## src/rtl/fifo_pkg.sv

```systemverilog
// Shared async-FIFO definitions: read-latency bound, clog2 helper and the credit/count type.
package fifo_pkg;

  localparam int FIFO_RD_LAT_MAX = 3;

  // Ceiling log2, never below 1 so a 2-entry store still gets a 1-bit pointer.
  function automatic int clog2(input int value);
    int r;
    r = 0;
    for (int i = 0; i < 31; i++) begin
      if ((1 << i) < value) r = i + 1;
    end
    return (r == 0) ? 1 : r;
  endfunction

  localparam int FIFO_BUF_D_MAX = FIFO_RD_LAT_MAX + 1;
  localparam int CRED_W         = clog2(FIFO_BUF_D_MAX + 1);

  typedef logic [CRED_W-1:0] cred_t;

endpackage

```

## src/rtl/rd_skid_buf.sv

```systemverilog
// Circular skid store for the read-side FWFT stage; depth need not be a power of two.
module rd_skid_buf
  import fifo_pkg::*;
#(
  parameter int WIDTH_D = 8,
  parameter int BUF_D   = 2
) (
  input  logic               r_clk,
  input  logic               r_rst,
  input  logic               wr_en,
  input  logic [WIDTH_D-1:0] wr_data,
  input  logic               rd_en,
  output logic [WIDTH_D-1:0] head,
  output cred_t              stored
);

  localparam int PTR_W = clog2(BUF_D);

  logic [PTR_W-1:0]   wr_ptr;
  logic [PTR_W-1:0]   rd_ptr;
  logic [WIDTH_D-1:0] mem [BUF_D];

  // Pointers wrap at BUF_D rather than at their natural binary width.
  function automatic logic [PTR_W-1:0] bump(input logic [PTR_W-1:0] p);
    return (p == PTR_W'(BUF_D - 1)) ? '0 : p + 1'b1;
  endfunction

  always_ff @(posedge r_clk) begin
    if (r_rst) begin
      wr_ptr <= '0;
      rd_ptr <= '0;
      stored <= '0;
      for (int i = 0; i < BUF_D; i++) mem[i] <= '0;
    end else begin
      if (wr_en) begin
        mem[wr_ptr] <= wr_data;
        wr_ptr      <= bump(wr_ptr);
      end
      if (rd_en) rd_ptr <= bump(rd_ptr);
      case ({wr_en, rd_en})
        2'b10:   stored <= stored + 1'b1;
        2'b01:   stored <= stored - 1'b1;
        default: ;
      endcase
    end
  end

  assign head = mem[rd_ptr];

endmodule

```

## src/rtl/rd_fwft_stage.sv

```systemverilog
// Read-side FWFT output stage: credit-based prefetch from the RAM into a skid buffer.
// Optional macro RD_FWFT_CNT_EN enables the 16-bit delivered-word counter on m_cnt.
module rd_fwft_stage
  import fifo_pkg::*;
#(
  parameter int WIDTH_D = 8,
  parameter int RD_LAT  = 1
) (
  input  logic               r_clk,
  input  logic               r_rst,
  input  logic               r_empty,
  output logic               r_req,
  input  logic [WIDTH_D-1:0] r_data,
  output logic               m_valid,
  output logic [WIDTH_D-1:0] m_data,
  input  logic               m_ready,
  output logic [15:0]        m_cnt
);

  localparam int BUF_D = RD_LAT + 1;

  cred_t             cred;
  cred_t             stored;
  logic [RD_LAT-1:0] lat_pipe;
  logic              pop;
  logic              land;

  assign pop  = m_valid && m_ready;
  assign land = lat_pipe[RD_LAT-1];

  // A pop frees a slot on the same edge, so requesting at full credit is still safe.
  assign r_req = !r_rst && !r_empty && ((cred < cred_t'(BUF_D)) || pop);

  always_ff @(posedge r_clk) begin
    if (r_rst) begin
      cred     <= '0;
      lat_pipe <= '0;
    end else begin
      lat_pipe <= RD_LAT'({lat_pipe, r_req});
      case ({r_req, pop})
        2'b10:   cred <= cred + 1'b1;
        2'b01:   cred <= cred - 1'b1;
        default: ;
      endcase
    end
  end

  rd_skid_buf #(
    .WIDTH_D (WIDTH_D),
    .BUF_D   (BUF_D)
  ) u_skid (
    .r_clk   (r_clk),
    .r_rst   (r_rst),
    .wr_en   (land),
    .wr_data (r_data),
    .rd_en   (pop),
    .head    (m_data),
    .stored  (stored)
  );

  assign m_valid = (stored != '0);

`ifdef RD_FWFT_CNT_EN
  always_ff @(posedge r_clk) begin
    if (r_rst)    m_cnt <= '0;
    else if (pop) m_cnt <= m_cnt + 16'd1;
  end
`else
  assign m_cnt = '0;
`endif

  a_cred_max:   assert property (@(posedge r_clk) disable iff (r_rst) cred <= cred_t'(BUF_D));
  a_stored_max: assert property (@(posedge r_clk) disable iff (r_rst) stored <= cred_t'(BUF_D));
  a_no_req_mt:  assert property (@(posedge r_clk) r_empty |-> !r_req);
  a_hold:       assert property (@(posedge r_clk) disable iff (r_rst)
                                 (m_valid && !m_ready) |=> (m_valid && $stable(m_data)));

endmodule

```

## config.mk

```make
export PLATFORM = sky130hd
export DESIGN_NAME = rd_fwft_stage
export DESIGN_NICKNAME = d
export VERILOG_FILES = /design/src/rtl/fifo_pkg.sv /design/src/rtl/rd_skid_buf.sv /design/src/rtl/rd_fwft_stage.sv
export SDC_FILE = /design/constraint.sdc
export NUM_CORES = 1
export LEC_CHECK = 0
export CAP_MARGIN = 20
export CORE_UTILIZATION = 50
export CTS_BUF_LIST = sky130_fd_sc_hd__clkbuf_8 sky130_fd_sc_hd__clkbuf_16
export CTS_CLUSTER_DIAMETER = 200
export DETAILED_ROUTE_END_ITERATION = 16
export PLACE_DENSITY = 0.83
export RECOVER_POWER = 100
export SLEW_MARGIN = 30
export SYNTH_ARGS = -nofsm -noshare
export SYNTH_HDL_FRONTEND = slang
export SYNTH_SLANG_ARGS = --single-unit
```

## constraint.sdc

```tcl
create_clock -name r_clk -period 4.7 [get_ports r_clk]
set_input_delay 0.94 -clock r_clk [delete_from_list [all_inputs] [get_ports r_clk]]
set_output_delay 0.94 -clock r_clk [all_outputs]
set_load 0.01 [all_outputs]
```

==> results_dict.tcl <==
set metrics [dict create \
    status "completed" \
    globalRouteOverflowTotal 0 \
    crit_path_start "m_ready" \
    timing.critical_path.from_type "input port" \
    endpoint_kind "output pin" \
    multi_input_area_um2 551.8 \
    ys_ff_latch 26 \
    final.period_utilization 0.7838 \
    fill_cells 235 \
    total_leakage_power_uw 0.0006015 \
    report.final.setup_viol 0 \
    core-area_mm2 0.002522 \
    clock_latency_on_the_worst_skew_pair_ps 270 \
    hold_slack_ps 526.2 \
    crit_required_ps 3760 \
    cp_slowest_stage_delay_ps 630 \
    hold_viol_final 0 \
    cts_hold_buffers 0 \
    hold_path_class "reg2reg" \
    vdd_drop_max_uv 352.7 \
    global_route.usage.total 0.1725 \
    clock_tree.buffer_depth 2 \
    cts.repair_timing.setup_buffer_count 0 \
    detail_route.iter0.violations 8 \
    die_w_um 54.01 \
    area_used_by_sequential_logic_in_the_layout_um2 680.7 \
    critical_path_stages 5 \
    ordered_list_of_cells_on_the_worst_path "dlygate4sd3_1, o31a_1, nor2_1, nor3_1, dlygate4sd3_1" \
    postRouteWirelength_um 2154 \
    r2r.worst_path.cells 7 \
    layout.nets 156 \
    cts_buffers 3 \
    detailroute.via_count 840 \
    dp_hpwl_um 1564 \
    post_route_cells_drive_above_1_share 0.1071 \
    layout_common_cells "and2_0 (16), conb_1 (16), edfxtp_1 (16), dlygate4sd3_1 (12), nor2_1 (11)" \
    grt_start_max_net_pins 18 \
    area_grow_syn2layout_pct 16.37 \
    min_period_ps 3684 \
    std_cell_rows 18 \
    cts_htree_levels 1 \
    number_of_instances_resized_during_post_cts_repair 0 \
    crit_end "r_req" \
    antenna_cells_inserted 0 \
    root_buffer "clkbuf_8" \
    cell_occurring_most_often_along_the_worst_timing_path "dlygate4sd3_1" \
    portion_of_the_post_synthesis_area_used_by_sequential_elements 0.5032 \
    regToRegEndpoint "u_skid.stored[2]$_SDFFE_PP0P_" \
    rsz0062_at_grt "no" \
    timing.critical_path.arrival_ps 2740 \
    max_slew_margin 0.4373 \
    wire_per_inst_um 12.67 \
    initial_core_util 0.5362 \
    critical-path-top-delay-family "buffers and inverters" \
    gp_congestion 0.6727 \
    critical_path.slowest_cell "dlygate4sd3_1" \
    clock_skew_ps 1.454 \
    synth.cell_area_mm2 0.001353 \
    ports 38 \
    die_height_um 54.01 \
    fin_tns_setup_ps 0 \
    vias_per_cell 4.941 \
    route.antenna.remaining_nets 0 \
    tritoncts_clock_tree "done" \
    synth_cell_types 33 \
    worst_hold_path.num_cells 2 \
    place.port_buffers 21 \
    timing.fmax_ghz 0.2715 \
    slew_viol_final 0 \
    design.die.area_mm2 0.002917 \
    initial_antenna_violation_count 0 \
    max_slew.worst_pin.slew_ps 842.2 \
    timing.critical_path.fanout_max 11 \
    cts.clk_slew.worst_paths_ps 90 \
    critPathKind "in2out" \
    remaining_drc_errors 0 \
    grt_pass1_vias 755 \
    launching_point_of_the_worst_reg2reg_path "u_skid.stored[0]$_SDFFE_PP0P_" \
    reg2reg_slack_ps 2470 \
    critical_path_buf_inv_count 2 \
    synthCells 121 \
    clock-sinks 26 \
    max_cap_violations 0 \
    synth_area_per_cell_um2 11.18 \
    power_density_mw_per_mm2 487.7 \
    grt_first_pass_wirelength_um 3394 \
    drt_pass1_iterations 4 \
    yosysWarnings 0 \
]
per-layer routing:
| metal | up-vias | share of wire | global-route usage |
|---|---|---|---|
| li1 | 414 | - | - |
| met2 | 24 | 0.53 | 0.3148 |
| met4 | 0 | 0.014 | 0.06410 |
| met1 | 397 | 0.40 | 0.1858 |
| met3 | 5 | 0.048 | 0.05085 |
| met5 | - | 0 | 0 |
area by class of cell:
| class | instances | share of cell area |
|---|---|---|
| Multi-Input combinational cell | 83 | 0.3506 |
| Clock inverter | 1 | 0.01908 |
| Clock buffer | 3 | 0.02623 |
| Tap cell | 30 | 0.02385 |
| Sequential cell | 26 | 0.4324 |
| Timing Repair Buffer | 21 | 0.1335 |
| Inverter | 6 | 0.01431 |
logic make-up (layout without fill, tap and decap cells):
group           after synthesis  after routing  synth area share
compound gates               10             10           0.04719
simple gates                 40             40            0.1693
other cells                   1             16          0.002773
mux                          10             10           0.08233
fa+ha+maj                     3              3           0.03885
flops                        26             26            0.5032
xor+xnor                      4              4           0.02591
buf+inv                      27             31            0.1304
cells in the mapped netlist:
master | n | area, um2
mux2_1 | 1 | 11.26
nor3_1 | 4 | 20.02
mux2_2 | 8 | 90.09
or3_1 | 1 | 6.260
and2_1 | 16 | 100.1
o31a_1 | 1 | 8.760
and4bb_2 | 1 | 12.51
conb_1 | 1 | 3.750
nor2_1 | 11 | 41.29
or4_1 | 1 | 7.510
buf_4 | 16 | 120.1
or2_2 | 1 | 6.260
buf_6 | 2 | 22.52
o31ai_1 | 1 | 7.510
a21o_2 | 1 | 8.760
o21ai_0 | 2 | 10.01
dfxtp_1 | 10 | 200.2
nor3b_1 | 1 | 7.510
clkbuf_1 | 3 | 11.26
fa_1 | 2 | 40.04
xor2_1 | 2 | 17.52
nand4_1 | 1 | 6.260
o21bai_1 | 1 | 7.510
mux2i_1 | 1 | 10.01
nand2b_1 | 1 | 6.260
a21oi_1 | 3 | 15.01
edfxtp_1 | 16 | 480.5
nand3b_1 | 1 | 7.510
xnor2_1 | 2 | 17.52
ha_1 | 1 | 12.51
or3_2 | 1 | 7.510
a31oi_1 | 1 | 6.260
inv_1 | 6 | 22.52
flip-flops by register name, indices dropped and copies added (netlist names), named ones only:
name and flops:
u_skid.mem 16, cred 3, u_skid.wr_ptr 1, u_skid.rd_ptr 1
land 1, u_skid.stored 3
metrics by stage:
stage,power [uW],utilization,setup WS (ps),cell area [um2],cells
after floorplan,514.5,-,2169,1409,136
after global placement,583.5,0.5957,1190,1503,166
after detailed placement,598.7,0.5957,1120,1503,166
after CTS,784.0,0.6240,1100,1574,170
after global routing,810.1,0.6240,894.2,1574,170
final,767.6,0.6240,1016,1574,170
worst min-delay path by stage:
stage                     slack, ps                          start                             to
after global routing            550     u_skid.rd_ptr$_SDFFE_PP0P_     u_skid.rd_ptr$_SDFFE_PP0P_
after global placement          490                land$_SDFF_PP0_     u_skid.wr_ptr$_SDFFE_PP0P_
after CTS                       530     u_skid.rd_ptr$_SDFFE_PP0P_     u_skid.rd_ptr$_SDFFE_PP0P_
final                           530                land$_SDFF_PP0_     u_skid.wr_ptr$_SDFFE_PP0P_
after detailed placement        500     u_skid.rd_ptr$_SDFFE_PP0P_     u_skid.rd_ptr$_SDFFE_PP0P_
after floorplan                 470  u_skid.stored[2]$_SDFFE_PP0P_  u_skid.stored[2]$_SDFFE_PP0P_
worst min-delay path, stage by stage (launching register included):
cell and delay [ps]:
dfxtp_1 330, xnor2_1 130, nor2_1 40
report_power, final:
group | leakage [uW] | internal (uW) | switching (uW)
registers | 0.000249 | 286 | 34.5
logic | 0.000317 | 137 | 124
clock network | 0.0000357 | 114 | 71.6
total | 0.000601 | 537 | 230
No activity file was read; power rests on OpenSTA's default activity.
==> edit 1, RTL diff (same settings) <==
Add a define of `RD_FWFT_CNT_EN`.
--- a/src/rtl/rd_fwft_stage.sv
+++ b/src/rtl/rd_fwft_stage.sv
@@ -1,5 +1,7 @@
 // Read-side FWFT output stage: credit-based prefetch from the RAM into a skid buffer.
 // Optional macro RD_FWFT_CNT_EN enables the 16-bit delivered-word counter on m_cnt.
+`define RD_FWFT_CNT_EN
+
 module rd_fwft_stage
   import fifo_pkg::*;
 #(
Formal check against the unedited RTL: not equivalent (a bounded check fails within 4 cycles, from zero or initial values and one cycle with r_rst high).
==> edit 1 against the unedited design <==
  * Hold slack got worse by 0.038 ns
  * Design area increased by 52%
  * Sequential share of layout area is 1.3 points lower
  * Largest cell class unchanged
  * Sequential cell count increased by 16
  * Setup slack worse by 0.30 ns
  * Critical path type unchanged
  * Largest power group unchanged
  * Critical endpoint unchanged
  * Power grew 32%
  * Synthesized area is 42% higher
  * Routed wire length up 62%
  * Register-to-register slack worse by 0.12 ns
==> edit 1: results (changes against the unedited design) <==
{
  "synthesis": {
    "postSynth.topFlopCell": "sky130_fd_sc_hd__dfxtp_1",
    "synth-adder-area-share": {"value": 3.39, "unit": "%", "change": "-0.50 points"},
    "yosys.cell_types.count": {"value": 35, "change": "+6.1%"},
    "synth_compound_gate_area_share": {"value": 8.34, "unit": "%", "change": "+3.6 points"},
    "xor_xnor_share_of_the_synthesized_area": {"value": 5.93, "unit": "%", "change": "+3.3 points"}
  },
  "timing": {
    "transition_time_at_the_pin_with_the_least_slew_margin": {"value": 1.30, "unit": "ns", "change": "+0.463 ns"},
    "finalHoldWorstSlack": {"value": 0.488, "unit": "ns", "change": "-0.0383 ns"}
  },
  "hold_path": {
    "worstHoldEndpoint": "m_cnt[15]",
    "hold_start": "m_cnt[15]"
  },
  "cells_and_area": {
    "data_path_buffer_share_of_cell_area_in_the_final_layout": {"value": 15.7, "unit": "%", "change": "+2.3 points"},
    "post_route_cells_drive_above_1_share": {"value": 6.22, "unit": "%", "change": "-4.5 points"},
    "reg_top3": "m_cnt: 16 flops, u_skid.mem: 16 flops",
    "multi_input_area": {"value": 842, "unit": "sq um", "change": "+53%"},
    "nonClockInverterCount": {"value": 8, "change": "+2"},
    "num-nets-final": {"value": 240, "change": "+54%"},
    "area.sequential": {"value": 1000, "unit": "sq um", "change": "+47%"}
  },
  "placement": {
    "gp_congestion": {"value": 0.765, "change": "+14%"},
    "dp_hpwl": {"value": 2450, "unit": "microns", "change": "+56%"},
    "dpl_worst_slack": {"value": 1.10, "unit": "ns", "change": "-0.0223 ns"}
  },
  "pwr": {
    "power_leakage": {"value": 0.893, "unit": "nW", "change": "+48%"},
    "ir_worst_vdd": {"value": 251, "unit": "uV", "change": "-29%"}
  },
  "critical_path": {
    "arrival": {"value": 3.04, "unit": "ns", "change": "+0.30 ns"},
    "max_stage_delay": {"value": 0.95, "unit": "ns", "change": "+0.32 ns"},
    "timing.reg2reg.setup_slack": {"value": 2.35, "unit": "ns", "change": "-0.12 ns"}
  },
  "drt": {
    "drt-initial-drc-count": {"value": 45, "change": "+37"},
    "drt-wirelength-per-cell": {"value": 12.7, "unit": "microns", "change": "+0.58%"},
    "dr_wl_met2": {"value": 1700, "unit": "microns", "change": "+48%"}
  },
  "status": {
    "status": "finished clean"
  },
  "clock_tree": {
    "clkLatencyLatePin": {"value": 0.29, "unit": "ns", "change": "+0.02 ns"}
  },
  "grt": {
    "grt_first_pass_wirelength": {"value": 6240, "unit": "microns", "change": "+84%"},
    "grt_start_max_net_pins": {"value": 33, "change": "+15"}
  }
}
[edit 1: tightest hold or removal path: stages (launching register included)]
cell	delay, ns
sky130_fd_sc_hd__dfxtp_1	0.32
sky130_fd_sc_hd__o31ai_1	0.07
sky130_fd_sc_hd__a21oi_1	0.06
[edit 1: worst max path at each step]
stage | start | to | slack [ns] | cells after the start
final | r_rst | r_req | 0.72 | 4
after global placement | m_ready | r_req | 1.12 | 6
after CTS | m_ready | r_req | 1.07 | 6
after detailed placement | m_ready | r_req | 1.10 | 6
after floorplan | m_ready | r_req | 2.00 | 5
after global routing | r_rst | r_req | 0.54 | 4
[edit 1: power groups by stage]
stage	logic, mW	clock network, mW	registers [mW]
floorplan	0.231	0	0.472
global placement	0.324	0	0.491
detailed placement	0.335	0	0.492
CTS	0.339	0.218	0.485
global route	0.360	0.231	0.493
finish	0.317	0.213	0.483
==> edit 2, RTL diff (config.mk and constraints unchanged) <==
Without the edit above. `WIDTH_D` is set to 8 in 2 places; all go to 10.
--- a/src/rtl/rd_skid_buf.sv
+++ b/src/rtl/rd_skid_buf.sv
@@ -2,7 +2,7 @@
 module rd_skid_buf
   import fifo_pkg::*;
 #(
-  parameter int WIDTH_D = 8,
+  parameter int WIDTH_D = 10,
   parameter int BUF_D   = 2
 ) (
   input  logic               r_clk,
--- a/src/rtl/rd_fwft_stage.sv
+++ b/src/rtl/rd_fwft_stage.sv
@@ -3,7 +3,7 @@
 module rd_fwft_stage
   import fifo_pkg::*;
 #(
-  parameter int WIDTH_D = 8,
+  parameter int WIDTH_D = 10,
   parameter int RD_LAT  = 1
 ) (
   input  logic               r_clk,
Ports: changed (resized m_data and r_data); port bits go from 38 to 42. No check against the original RTL was run, so the function may have changed too.
==> edit 2 against the unedited design <==
  * Setup slack better by 0.081 ns
  * Synthesized area up 10%
  * Sequential cell count up 4
  * Register-to-register slack worse by 0.11 ns
  * Design area up 11%
  * Global-route usage down 0.47 points
  * Sequential power up 21%
  * Routed wire length up 12%
  * Synthesized cell count up 0.83%
  * Combinational power up 25%
  * Power up 18%
  * Largest cell class unchanged
==> edit 2: results (changes against the unedited design) <==
{
  "pwr": {
    "swShare": {"value": 32.3, "unit": "%", "change": "+2.3 points"},
    "comb_power_share": {"value": 36.2, "unit": "%", "change": "+2.2 points"},
    "clkPwrFrac": {"value": 20.9, "unit": "%", "change": "-3.3 points"},
    "power_leakage": {"value": 0.707, "unit": "nW", "change": "+18%"}
  },
  "synthesis": {
    "synth.yosys.seq_area_share": {"value": 53.7, "unit": "%", "change": "+3.4 points"},
    "synthTopCellsByCount": "sky130_fd_sc_hd__and2_1, sky130_fd_sc_hd__edfxtp_1, sky130_fd_sc_hd__buf_4",
    "number_of_synthesized_flops_with_an_enable_pin": {"value": 20, "change": "+4"},
    "yosys.cell_types.count": {"value": 25, "change": "-24%"}
  },
  "critical_path": {
    "timing.reg2reg.worst_path_depth": {"value": 3, "change": "-4"},
    "rr_endpoint": "u_skid.mem[1][3]",
    "max_stage_delay": {"value": 0.82, "unit": "ns", "change": "+0.19 ns"}
  },
  "cells_and_area": {
    "reg_top3": "u_skid.mem: 20 flops, cred: 3 flops, u_skid.stored: 3 flops",
    "post_route_cells_drive_above_1_share": {"value": 11.9, "unit": "%", "change": "+1.2 points"},
    "num-nets-final": {"value": 168, "change": "+7.7%"}
  },
  "drt": {
    "detail_route.vias_per_cell": {"value": 4.82, "change": "-2.4%"},
    "met3_wirelength": {"value": 142, "unit": "microns", "change": "+37%"},
    "dr_wl_met2": {"value": 1260, "unit": "microns", "change": "+10%"}
  },
  "grt": {
    "grt.total_usage": {"value": 16.8, "unit": "%", "change": "-0.47 points"},
    "groute.layer.met2.usage": {"value": 29.1, "unit": "%", "change": "-2.4 points"},
    "first_global_vias": {"value": 946, "change": "+25%"},
    "grt_first_pass_wirelength": {"value": 4010, "unit": "microns", "change": "+18%"}
  },
  "placement": {
    "buffer_ports.inserted": {"value": 25, "change": "+19%"},
    "dp_hpwl": {"value": 1720, "unit": "microns", "change": "+9.9%"}
  },
  "status": {
    "status": "finished clean"
  },
  "clock_tree": {
    "number_of_buffers_inserted_during_clock_tree_synthesis": {"value": 5, "change": "+2"}
  }
}
## edit 2: cell types whose count changed in the layout (fill, tap and decap cells not counted), sizes merged, moves of 2 or more
cell | unedited run | this run
edfxtp | 16 | 20
and2 | 16 | 22
clkbuf | 3 | 5
clkdlybuf4s50 | 9 | 11
nor3 | 4 | 1
dlygate4sd3 | 12 | 14
xor2 | 2 | 4
nor2 | 11 | 9
clkinv | 0 | 2
## edit 2: how the worst min path moves through the flow
stage                  startpoint             to  slack, ns  cells after the start
floorplan                 cred[2]        cred[2]       0.47                      2
global route              cred[2]        cred[2]       0.54                      2
detailed placement  u_skid.rd_ptr  u_skid.rd_ptr       0.51                      2
finish                    cred[2]        cred[2]       0.52                      2
CTS                       cred[2]        cred[2]       0.52                      2
global placement          cred[2]        cred[2]       0.48                      2
## edit 2: kinds of logic (layout without fill, tap and decap cells)
group / after synthesis / after routing / share of synthesized area (%)
AOI/OAI and AO/OA: 8 / 8 / 4.19
xor gates and xnor gates: 6 / 6 / 3.52
adders and majority gates: 4 / 4 / 4.36
buffers and inverters: 24 / 38 / 10.3
DFF: 30 / 30 / 53.7
muxes: 11 / 11 / 8.22
other: 1 / 16 / 0.251
and+or+nand+nor: 38 / 38 / 15.4
## edit 2: final cells by class
| class | count | share of cell area (%) |
|---|---|---|
| clock buffer | 5 | 3.93 |
| clock inverter | 3 | 0.714 |
| inverter | 5 | 1.07 |
| multi-input combinational | 83 | 32.1 |
| sequential | 30 | 45.7 |
| tap | 31 | 2.21 |
| timing repair buffer | 25 | 14.3 |
## edit 2: worst reg2reg max path, delay by kind of cell, from the launching register on
family                 cells  cell delay, ns
buffers and inverters      1            0.10
AND/OR/NAND/NOR            2            1.52
flip-flops                 1            0.35
